$ cat config.mk
export PLATFORM = sky130hd
export DESIGN_NAME = prog_clock_divider
export DESIGN_NICKNAME = d
export VERILOG_FILES = /design/src/rtl/clkdiv_pkg.sv /design/src/rtl/prog_clock_divider.sv
export SDC_FILE = /design/constraint.sdc
export NUM_CORES = 1
export LEC_CHECK = 0
export CORE_ASPECT_RATIO = 0.7
export CORE_MARGIN = 5
export CORE_UTILIZATION = 58
export CTS_BUF_LIST = sky130_fd_sc_hd__clkbuf_16
export DETAILED_ROUTE_END_ITERATION = 10
export HOLD_SLACK_MARGIN = 0.03
export PLACE_DENSITY = 0.83
export SLEW_MARGIN = 20
export SYNTH_ARGS = -nofsm -noshare
export SYNTH_HDL_FRONTEND = slang
export SYNTH_SLANG_ARGS = --single-unit
export TNS_END_PERCENT = 20
$ cat constraint.sdc
create_clock -name clk_in -period 2.6 [get_ports clk_in]
set_clock_uncertainty 0.2 [all_clocks]
set_input_delay 0.52 -clock clk_in [delete_from_list [all_inputs] [get_ports clk_in]]
set_output_delay 0.52 -clock clk_in [all_outputs]
set_load 0.05 [all_outputs]
$ cat src/rtl/clkdiv_pkg.sv
// Shared definitions for the programmable clock divider.
// Latency: n/a (types only). Backpressure: n/a.
// Output mode encoding, shared by the divider and its clients.
package clkdiv_pkg;

    typedef enum logic {
        MODE_SQUARE = 1'b0,
        MODE_PULSE  = 1'b1
    } mode_e;

endpackage

$ cat src/rtl/prog_clock_divider.sv
// Runtime-programmable clock divider with shadowed limit/mode and a clk_in-domain tick strobe.
// Latency: first terminal count registered L+1 enabled edges after cnt=0; all outputs registered.
// Backpressure: none; en gates counting, new settings wait for a period boundary unless en=0.
module prog_clock_divider
    import clkdiv_pkg::*;
#(
    parameter int                   CNT_WIDTH     = 32,
    parameter logic [CNT_WIDTH-1:0] DEFAULT_LIMIT = 24999,
    parameter logic                 DEFAULT_MODE  = 1'b0
) (
    input  logic                 clk_in,
    input  logic                 rst_n,
    input  logic                 en,
    input  logic                 cfg_load,
    input  logic [CNT_WIDTH-1:0] cfg_limit,
    input  logic                 cfg_mode,
    output logic                 divclk,
    output logic                 tick,
    output logic                 cfg_pending
);

    // Struct is local because its width follows CNT_WIDTH.
    typedef struct packed {
        logic [CNT_WIDTH-1:0] limit;
        mode_e                mode;
    } cfg_t;

    cfg_t                 active_cfg;
    cfg_t                 shadow_cfg;
    cfg_t                 req_cfg;
    cfg_t                 next_active;
    logic [CNT_WIDTH-1:0] cnt;
    logic                 term;
    logic                 apply;
    logic                 mode_change;

    assign req_cfg.limit = cfg_limit;
    assign req_cfg.mode  = mode_e'(cfg_mode);
    assign term          = en && (cnt == active_cfg.limit);
    assign mode_change   = apply && (next_active.mode != active_cfg.mode);

    // With en low there is no period to protect, so settings land at once.
    always_comb begin
        next_active = active_cfg;
        apply       = 1'b0;
        if (!en) begin
            if (cfg_load) begin
                next_active = req_cfg;
                apply       = 1'b1;
            end else if (cfg_pending) begin
                next_active = shadow_cfg;
                apply       = 1'b1;
            end
        end else if (term && cfg_pending) begin
            next_active = shadow_cfg;
            apply       = 1'b1;
        end
    end

    always_ff @(posedge clk_in or negedge rst_n) begin
        if (!rst_n) begin
            cnt              <= '0;
            divclk           <= 1'b0;
            tick             <= 1'b0;
            cfg_pending      <= 1'b0;
            active_cfg.limit <= DEFAULT_LIMIT;
            active_cfg.mode  <= mode_e'(DEFAULT_MODE);
            shadow_cfg.limit <= '0;
            shadow_cfg.mode  <= MODE_SQUARE;
        end else begin
            active_cfg <= next_active;
            if (cfg_load) begin
                shadow_cfg <= req_cfg;
            end
            if (!en) begin
                cnt         <= '0;
                divclk      <= 1'b0;
                tick        <= 1'b0;
                cfg_pending <= 1'b0;
            end else begin
                cnt         <= term ? '0 : cnt + 1'b1;
                tick        <= term;
                // A load on the terminal cycle survives the apply of the older shadow.
                cfg_pending <= cfg_load | (cfg_pending & ~term);
                if (next_active.mode == MODE_PULSE) begin
                    divclk <= term;
                end else if (term) begin
                    divclk <= mode_change ? 1'b0 : ~divclk;
                end
            end
        end
    end

endmodule

=== Word level (Yosys, flattened, before mapping) ===
Index checks and enable logic that the tools add are counted.

* Flip-flop bits (word level): 101
* Bits in latches: 0
* Memory bits (writable): 0
* Memory bits (read-only): 0
* Input port bits: 37
* Word-level logic and storage cells: 38
* Memories: 0

* $add $sub $neg: 1
* $mul: 0
* Div/mod/pow operators: 0
* Order comparisons: 0
* Eq/ne operators: 4
* Shift-type cells: 0
* Muxes and demuxes: 16
* Bitwise logic cells: 4
* Reduce and logical (&&, ||, !) cells: 5

{| class="wikitable"
|+ Operator list
! kind !! number
|-
| 33-bit two-way mux || 4
|-
| 32-bit two-way mux || 2
|-
| 32-bit by 1-bit adder with 32-bit output, second input constant || 1
|-
| 32-bit equality test || 1
|-
| 1-bit two-way mux || 10
|-
| 1-bit logical AND || 3
|-
| 3-bit by 1-bit != test with 1-bit output, second input constant || 1
|-
| 3-bit nonzero test || 1
|-
| 2-bit by 1-bit != test with 1-bit output, second input constant || 1
|-
| 1-bit inverter || 2
|-
| 2-bit AND reduction || 1
|-
| 1-bit bitwise AND || 1
|-
| 1-bit != test || 1
|-
| 1-bit OR || 1
|}

=== Depth between registers and ports, before layout ===
* Depth after elaboration: 11
* Depth in mapped cells: 9
* Mapped depth without buffers: 6

=== Worst setup path before layout ===
No wires, ideal clock.

* Kind: register -> register
* Start: reg cnt[0]
* End: reg active_cfg[32] (netlist name)
* Library setup time: 0.126 ns
* Arrival: 2.092 ns
* Data required time: 2.274 ns
* Slack: 0.182 ns
* Cell stages (with the launch flop): 8
* Buffers on the path: 1
* Period minus slack after synthesis: 2.418 ns
* Cell sequence: dfrtp_1 > or2b_1 > o221ai_1 > or4_4 > nor4_4 > a21boi_2 > buf_6 > a221o_1

* Word-level cells in the longest chain between the ends: 5

{| class="wikitable"
|+ Ends and longest elaborated chain
! item !! RTL line !! source
|-
| start: declaration || prog_clock_divider.sv:32 || <nowiki>logic [CNT_WIDTH-1:0] cnt;</nowiki>
|-
| start signal: assignment || prog_clock_divider.sv:81 || <nowiki>cnt <= term ? '0 : cnt + 1'b1;</nowiki>
|-
| 32-bit equality test || prog_clock_divider.sv:39 || <nowiki>assign term = en && (cnt == active_cfg.limit);</nowiki>
|-
| 1-bit logical AND || prog_clock_divider.sv:39 ||
|-
| 1-bit logical AND || prog_clock_divider.sv:54 || <nowiki>end else if (term && cfg_pending) begin</nowiki>
|-
| 2-bit by 1-bit != test with 1-bit output (no line) || -- ||
|-
| 2-bit AND reduction (no line) || -- ||
|-
| end signal: assignment || prog_clock_divider.sv:71 || <nowiki>active_cfg <= next_active;</nowiki>
|-
| end: declaration || prog_clock_divider.sv:28 || <nowiki>cfg_t active_cfg;</nowiki>
|}

No other way between the ends.
A chain may end at the register's enable or synchronous reset.

=== Final worst setup path ===
* Start: reg active_cfg[15] (netlist name)
* End: reg active_cfg[28] (netlist name)

* Word-level cells in the longest chain between the ends: 5

{| class="wikitable"
|+ Ends and longest elaborated chain
! item !! RTL line
|-
| 32-bit equality test || prog_clock_divider.sv:39
|-
| 1-bit logical AND || prog_clock_divider.sv:39
|-
| 1-bit logical AND || prog_clock_divider.sv:54
|-
| 2-bit by 1-bit != test with 1-bit output (no line) || --
|-
| 2-bit AND reduction (no line) || --
|}

No other way between the ends.

==> impl_metrics.tcl <==
set metrics [dict create \
    grt_pass1_wl_um 18320 \
    cp.required_ns 2.64 \
    diodes 0 \
    die_w_um 118.8 \
    area.growth.synth_to_final_pct 22.63 \
    post_dp_hpwl_um 7796 \
    synth_fp_nets 447 \
    numCtsBuffers 9 \
    post_synth_fa_ha_maj_area_fraction_pct 0.2601 \
    max_clk_rate_mhz 369.4 \
    timing.setup.critical_path_class "flop to flop" \
    design_power_total_mw 3.750 \
    violations_in_the_final_reports "setup timing" \
    start_util_pct 60.33 \
    placed_cell_area_mm2 0.005477 \
    totalWireLength_um 11170 \
    grt_start_max_net_pins 40 \
    cts_max_level 3 \
    power.clock.fraction_pct 36.9 \
    final_area_mm2 0.005898 \
    synth_top_family_by_area "simple AND/OR/NAND/NOR gates" \
    count_of_different_cell_masters_after_synthesis 41 \
    die_area_mm2 0.01024 \
    yosysSeqAreaShare_pct 52.76 \
    detail_route.drc_violations 0 \
    pwr-share-comb_pct 13.9 \
    globalRouteOverflowTotal 0 \
    cp.arrival_ns 2.74 \
    clock-root-buffer "clkbuf_16" \
    finish.net_count 514 \
    globalRouteTotalUtil_pct 23.02 \
    core_area_mm2 0.007973 \
    synthesis.instances 409 \
    layout.filler_cells 522 \
    power_report.internal_total_mw 2.779 \
    multi_input_area_mm2 0.002157 \
    port_buffers 39 \
    detailedRoute.firstIterationViolations 349 \
    routed_via_density 6.000 \
    wl_per_cell_um 19.19 \
    timing.final.max_slew_violations 0 \
    critical-path-slowest-cell "dfstp_2" \
    setup.worst_path.start_class "flop" \
    layout.area.seq_mm2 0.002537 \
    mean_syn_cell_area_um2 11.76 \
    yosys_top_cell_area_share_pct 48.39 \
    drt_first_pass_iters 5 \
    clk_pin_slew_ns 0.07 \
    worstMarginPinSlew_ns 0.5517 \
    rsz0062_at_grt "yes" \
    cts_tree "yes" \
    via_count 3492 \
    finalHoldViolations 0 \
    fin_worst_hold_slack_ns 0.3106 \
    slew_headroom_pct 62.88 \
    worst_setup_path_end_kind "flop" \
    cts_max_path_buffers 2 \
    critical_path.top_delay_family "simple AND/OR/NAND/NOR gates" \
    clock_insertion_delay_worst_skew_ns 0.35 \
    critPathBufInv 1 \
    synth_area_leader_cell "dfrtp_1" \
    layout.cells.most_common "dfrtp_1" \
    power.density_cell_area_mw_per_mm2 635.7 \
    synth-simple-area-share_pct 16.83 \
    yosys_register_bits 101 \
    yosys-mux-area-fraction_pct 7.960 \
    crit_path_max_fanout 19 \
    synth-compound-area-share_pct 9.521 \
    max_capacitance_violation_count 0 \
    final_min_period_over_clock_period_pct 104.1 \
    layout-drive-gt1-share_pct 23.28 \
    grt_antenna_before_repair 0 \
    fin_ws_ns -0.1074 \
    floorplan.io_pins 40 \
    setup_viol 58 \
    gp_congestion 0.8950 \
    worstPathCellList "xor2_1 > nor4_1 > nand3_1 > nor4_4 > a21boi_4 > buf_12 > a221o_2" \
    sw_frac_of_total_pct 25.88 \
    worst_hold_path_type "flop to flop" \
    synth.cell_area_mm2 0.004810 \
    grt_pass1_vias 3501 \
    placementRows 27 \
    crit_path_max_incr_delay_ns 0.56 \
    p_switching_uw 970.4 \
    fp.dieH_um 86.19 \
    seqPwrFrac_pct 49.2 \
    static-leakage-power_nw 2.564 \
    most_area_consuming_cells_after_synthesis "dfrtp_1 48%, mux2_2 8.0%, xor2_1 6.6%, a221o_1 6.2%, nor2b_1 5.9%" \
    cts.sink_count 101 \
    outcome "finished with violations" \
    detail-route-antenna-nets 0 \
    yosysWarnings 0 \
    mostFrequentLayoutCells "93 x dfrtp_1, 43 x nor2b_1, 43 x nor2_1" \
    setup_tns_ns -2.318 \
    synthesized_area_fraction_occupied_by_xor_and_xnor_cells_pct 8.923 \
    post-route-min-period_ns 2.707 \
    vdd_ir_drop_max_v 0.0005626 \
]
[cell families (layout without fill, tap and decap cells)]
group / count (synthesis) / after routing
xor gates and xnor gates: 49 / 49
and+or+nand+nor: 147 / 147
muxes: 34 / 34
DFF: 101 / 101
adders and majority gates: 1 / 1
AOI/OAI and AO/OA: 49 / 49
buffers and inverters: 28 / 100
[cells in the mapped netlist (all sizes together)]
cell     count
nand3       15
ha           1
and3         4
dfrtp       93
a2111oi      4
buf         11
nand2        9
a31o         1
o2bb2ai      1
inv          9
clkbuf       8
o21a         1
or3b         1
nor3         1
nor4         7
and4         4
a21bo        1
nor2        43
and2         1
o22ai        1
a221o       32
or4          1
a221oi       1
xnor2       13
or2b         2
nor2b       45
mux2        34
a21boi       1
o221ai       1
dfstp        8
nand4        8
o2111ai      1
xor2        36
nand2b       4
nor4bb       1
and2b        1
o21ai        3
a31oi        1
[stage by stage]
stage | cells | utilization, % | setup WS, ns
2_1_floorplan | 409 | - | 0.1815
3_3_place_gp | 561 | 68.69 | -0.03973
3_5_place_dp | 561 | 68.69 | -0.1126
4_1_cts | 580 | 72.98 | 0.008232
5_1_grt | 582 | 73.98 | -0.09612
6_report | 582 | 73.98 | -0.1074
[flip-flops by register name, indices dropped and copies added (netlist names)]
signal,count
divclk,1
active_cfg,33
tick,1
cfg_pending,1
cnt,32
shadow_cfg,33
[path summary, 6_finish.rpt]
check / start / to / slack [ns] / cells past startpoint
max in group asynchronous: rst_n / active_cfg[8]$_DFFE_PN1P_ / 1.10 / 3
min in group asynchronous: rst_n / active_cfg[0]$_DFF_PN0_ / 0.44 / 2
min reg2reg: shadow_cfg[30]$_DFFE_PN0P_ / active_cfg[30]$_DFFE_PN0P_ / 0.31 / 1
max reg2reg: active_cfg[15]$_DFFE_PN1P_ / active_cfg[28]$_DFFE_PN0P_ / -0.11 / 7
max: active_cfg[15]$_DFFE_PN1P_ / active_cfg[28]$_DFFE_PN0P_ / -0.11 / 7
min: shadow_cfg[30]$_DFFE_PN0P_ / active_cfg[30]$_DFFE_PN0P_ / 0.31 / 1
[routing by layer]
layer | GRT usage, % | up-vias | share of wire [%]
li1 | - | 1589 | -
met1 | 33.22 | 1753 | 45
met2 | 34.28 | 128 | 45
met3 | 5.936 | 22 | 7.6
met4 | 7.676 | 0 | 2.1
met5 | 0 | - | 0
[layout make-up]
| class | instances | area share [%] |
|---|---|---|
| clock buffers | 9 | 3.818 |
| clock inverters | 7 | 1.421 |
| inverters | 9 | 0.5728 |
| multi-input cells | 280 | 36.57 |
| flip-flops and latches | 101 | 43.02 |
| well taps | 101 | 2.143 |
| repair buffers | 75 | 12.45 |
[power by group through the flow]
stage,clock network [mW],registers (mW),logic [mW]
floorplan,0,1.82,0.296
global placement,0,1.86,0.471
detailed placement,0,1.87,0.491
CTS,1.40,1.84,0.500
global route,1.48,1.86,0.567
finish,1.38,1.84,0.523
[what timing repair did]
item / CTS / global route
gates cloned: 0 / 1
setup endpoints to repair: 64 / 66
pin swaps: 1 / 2
setup buffers: 2 / 1
resized for setup: 3 / 17
hold endpoints to repair: 27 / 0
hold buffers: 1 / 0
Power figures use the tool's default switching activity.
